`src/rtl/alu_arbiter.sv`:
```
// Two-requester arbiter/sequencer in front of one shared combinational add/sub ALU.
// Define ALU_ARB_ROUND_ROBIN_EN for round-robin arbitration; otherwise requester 0 has fixed priority.
module alu_arbiter #(
    parameter int WIDTH = 16
) (
    input  logic             clk,
    input  logic             reset,

    input  logic             req0_valid,
    output logic             req0_ready,
    input  logic [1:0]       req0_op,
    input  logic [WIDTH-1:0] req0_a,
    input  logic [WIDTH-1:0] req0_b,

    input  logic             req1_valid,
    output logic             req1_ready,
    input  logic [1:0]       req1_op,
    input  logic [WIDTH-1:0] req1_a,
    input  logic [WIDTH-1:0] req1_b,

    output logic [1:0]       alu_op,
    output logic [WIDTH-1:0] alu_a,
    output logic [WIDTH-1:0] alu_b,
    input  logic [WIDTH-1:0] alu_r,

    output logic             rsp_valid,
    input  logic             rsp_ready,
    output logic             rsp_id,
    output logic [WIDTH-1:0] rsp_r,
    output logic [15:0]      op_count
);

    typedef enum logic [1:0] {
        IDLE = 2'd0,
        EXEC = 2'd1,
        RESP = 2'd2
    } state_t;

    state_t state;
    logic   winner;
    logic   accept;

`ifdef ALU_ARB_ROUND_ROBIN_EN
    logic last_grant;

    // Under contention the requester that was not granted last time wins.
    always_comb begin
        winner = 1'b0;
        if (req0_valid && req1_valid) begin
            winner = ~last_grant;
        end else if (req1_valid) begin
            winner = 1'b1;
        end
    end
`else
    always_comb begin
        winner = ~req0_valid;
    end
`endif

    assign req0_ready = (state == IDLE) && req0_valid && (winner == 1'b0);
    assign req1_ready = (state == IDLE) && req1_valid && (winner == 1'b1);
    assign accept     = req0_ready || req1_ready;

    // The operand registers drive the ALU directly, so alu_* are the latched operands.
    always_ff @(posedge clk or posedge reset) begin
        if (reset) begin
            state     <= IDLE;
            alu_op    <= 2'd0;
            alu_a     <= '0;
            alu_b     <= '0;
            rsp_valid <= 1'b0;
            rsp_id    <= 1'b0;
            rsp_r     <= '0;
            op_count  <= 16'd0;
`ifdef ALU_ARB_ROUND_ROBIN_EN
            last_grant <= 1'b1;
`endif
        end else begin
            case (state)
                IDLE: begin
                    if (accept) begin
                        alu_op <= winner ? req1_op : req0_op;
                        alu_a  <= winner ? req1_a  : req0_a;
                        alu_b  <= winner ? req1_b  : req0_b;
                        rsp_id <= winner;
`ifdef ALU_ARB_ROUND_ROBIN_EN
                        last_grant <= winner;
`endif
                        state  <= EXEC;
                    end
                end
                EXEC: begin
                    rsp_r     <= alu_r;
                    rsp_valid <= 1'b1;
                    state     <= RESP;
                end
                RESP: begin
                    if (rsp_ready) begin
                        rsp_valid <= 1'b0;
                        op_count  <= op_count + 16'd1;
                        state     <= IDLE;
                    end
                end
                default: begin
                    state <= IDLE;
                end
            endcase
        end
    end

endmodule

```
`config.mk`:
```
export PLATFORM = sky130hd
export DESIGN_NAME = alu_arbiter
export DESIGN_NICKNAME = d
export VERILOG_FILES = /design/src/rtl/alu_arbiter.sv
export SDC_FILE = /design/constraint.sdc
export NUM_CORES = 1
export LEC_CHECK = 0
export CAP_MARGIN = 30
export CORE_AREA = 2 2 92 94
export DETAILED_ROUTE_END_ITERATION = 10
export DIE_AREA = 0 0 94 96
export GPL_ROUTABILITY_DRIVEN = 1
export PLACE_DENSITY_LB_ADDON = 0.12
export SKIP_LAST_GASP = 1
export SLEW_MARGIN = 20
export SYNTH_ARGS = -nofsm -noshare
export SYNTH_HDL_FRONTEND = slang
export SYNTH_SLANG_ARGS = --single-unit
```
`constraint.sdc`:
```
create_clock -name clk -period 2.57 [get_ports clk]
set_input_delay 0.257 -clock clk [delete_from_list [all_inputs] [get_ports clk]]
set_output_delay 0.257 -clock clk [all_outputs]
set_load 0.02 [all_outputs]
```
==> metrics.md <==
| Metric | Value |
|---|---|
| Critical Path Source Type | flop |
| Max Fclk | 0.469 GHz |
| Seq/Total Area, Yosys | a little under three fifths |
| Final hold vios | 0 |
| Max-Cap Viols | 0 |
| Dpl ws | 0.763 ns |
| GR Util All Layers | approximately 17% |
| WL final | 7230 um |
| ANT nets after route | 0 |
| Synth Area in Compound Gates | 7.38% |
| Yosys reg bits | 70 |
| Post-synth EDFFs | 0 |
| CTS sink cnt | 70 |
| Post-CTS Hold Buffers | 0 |
| Initial Util | about two fifths |
| CTS tree | done |
| DIE HEIGHT | 96 um |
| Adder-Cell Fraction of Synth Area | less than 1% |
| Final Cycle Share | about 83% |
| Xor-xnor portion of the synthesized cell area | ~4.2% |
| Slew Viols, Final | 0 |
| Initial DRC count | 29 |
| DR pass1 iterations | 4 |
| Area Growth Syn to Fin | 58.8% |
| Post-Syn Area | about 3100 um^2 |
| Main combinational cell family by area after synthesis | multiplexers |
| RSZ-0062 raised after global routing | false |
| Dpl cells | between 500 and 600 |
| CP startpoint | state[0] |
| Leak | approximately 2.1 nW |
| Most frequent cells in the layout | clkdlybuf4s50_1 (157), dfrtp_1 (70), nor2_1 (39) |
| Mux contribution to synthesized area | roughly 17% |
| Final worst setup slack | about 0.44 ns |
| Syn avg cell area | ~12 um^2 |
| WP data required | roughly 2.3 ns |
| Status | completed |
| Reg2reg path depth | 3 |
| Finish-stage setup viols | 0 |
| Layout Cells excl Fill | 529 |
| Net Count, Synth | 350 |
| First-pass GRT wire length | ~11000 um |
| Worst hold path class | in2async |
| Port bufs | 158 |
| Yosys warns | 0 |
| Number of cell rows | 33 |
| Crit path capture | req1_ready |
| Synth Flop Type | dfrtp_1 |
| Die area | ~9000 um^2 |
| Hpwl dp | between 5000 and 6000 um |
| Area fraction of the dominant cell type after synthesis | 56.1% |
| GPL Wtd Cong | between 0.7 and 0.8 |
| Worst Max-Slew Pin Slew | roughly 0.58 ns |
| Top cell type by total area after synthesis | dfrtp_1 |
| Vias/cell | around 4.6 |
| Boundary pin count | approximately 160 |
| Ant diodes | 0 |
| Simple-Gate Fraction of Synth Area | approximately 11% |
| Pwr/cell area | 1050 nW/um^2 |
| Clock Path Buffers | 2 |
| Drt drc | 0 |
| Most common cell after layout, fill and taps aside | clkdlybuf4s50_1 |
| Top area cells in the synthesized netlist | dfrtp_1 (56%), mux2i_1 (11%), mux2_2 (6.1%) |
| Largest net degree at the start of global routing | 70 |
| Worst-Skew Late Latency | 0.34 ns |
| Synth cell types | 25 |
| Overflow after GRT | 0 |
| Post-CTS setup buffers | 0 |
| RR Endpoint | rsp_r[12] |
| Root Driver | clkbuf_8 |
| Setup_tns | 0 ns |
| Routed WL per cell | about 14 um |
| Die X | around 94 um |
| Post-synthesis cell count | 260 |
| Synth async-reset ratio | between 90% and 100% |
| Vias in the first global route | roughly 2300 |
| Final min period | around 2.1 ns |
| Filler instances | 678 |
| Resized cells post-CTS | 0 |
| Crit Path Category | reg2out |
| Reg2Reg Setup Slack | approximately 0.99 ns |
| Slew HR | 61.4% |
| Reg clk slew, reported paths | 0.08 ns |
| Origin of the critical flop-to-flop path | state[0] |
| CP endpoint kind | primary output |
| CTS H-Tree Depth | 3 |
| Num CTS Buffers | 9 |
| Share of cells above drive strength 1 | between 10% and 20% |
| DR vias | approximately 2400 |
| Worst vdd ir | roughly 0.6 mV |
| Initial antenna violation count | 0 |
| WP data arrival | ~1.9 ns |
| Nets | about 510 |
| CP Max Fanout | 6 |
| Core area | between 8000 and 9000 um^2 |
| Post-route clock skew | between 0.006 and 0.007 ns |
## final cells by class
class	count	area [um^2]	share of cell area, %
Clock buffer	10	128	2.58
Tap cell	105	131	2.65
Multi-Input combinational cell	172	1250	25.3
Clock inverter	6	38.8	0.783
Sequential cell	70	1750	35.4
Timing Repair Buffer	163	1640	33.1
Inverter	3	11.3	0.227
## cells in the mapped netlist (all sizes together), types with 2 or more instances
cell type,number
xor2,3
xnor2,12
inv,3
nand4,6
mux2,17
buf,15
a21oi,37
nand3,5
dfrtp,70
nor3,3
nor2,39
mux2i,34
nand2,7
and2,2
## routing by layer
layer	wire length, um	share of wire (%)	vias up	GRT usage (%)
met1	3080	43	1102	20.3
met4	133	1.8	0	8.33
met2	3460	48	92	26.8
met5	0	0	-	0
li1	-	-	1213	-
met3	563	7.8	11	5.79
## registers in the layout, summed over array words and instances, names as in the netlist
name	flops
alu_a	16
rsp_valid	1
rsp_id	1
alu_op	2
rsp_r	16
state	2
op_count	16
alu_b	16
## stage by stage
step	power (W)	instance area, um^2	hold slack [ns]	utilization [%]
after detailed placement	0.00451	4790	0.470	59.5
after global placement	0.00447	4790	0.469	59.5
after floorplan	0.00331	3120	0.407	-
final	0.00522	4950	0.298	61.5
after global routing	0.00557	4950	0.330	61.5
after CTS	0.00530	4950	0.300	61.5
## logic make-up (layout without fill, tap and decap cells)
logic type / Yosys count / after routing
flops: 70 / 70
simple gates: 67 / 67
mux: 51 / 51
compound gates: 38 / 38
buf+inv: 18 / 182
xor+xnor: 15 / 15
fa+ha+maj: 1 / 1
## worst min path at each step
stage,startpoint,endpoint,slack (ns)
floorplan,req1_valid,rsp_id,0.41
global placement,op_count[15],op_count[15],0.47
detailed placement,op_count[15],op_count[15],0.47
CTS,reset,rsp_r[9],0.30
global route,reset,rsp_r[12],0.33
finish,reset,rsp_r[15],0.30
## worst max-delay path: stages, from the launching register on
cell             delay [ns]
dfrtp_1                0.44
nor2_1                 0.27
nand2_1                0.09
nor2_1                 0.11
clkdlybuf4s50_1        0.62
## report_power, final
group	internal, W	switching [W]
registers	0.00156	0.000290
clock network	0.000346	0.000417
logic	0.00131	0.00130
total	0.00322	0.00201
(Power assumes the default switching activity.)
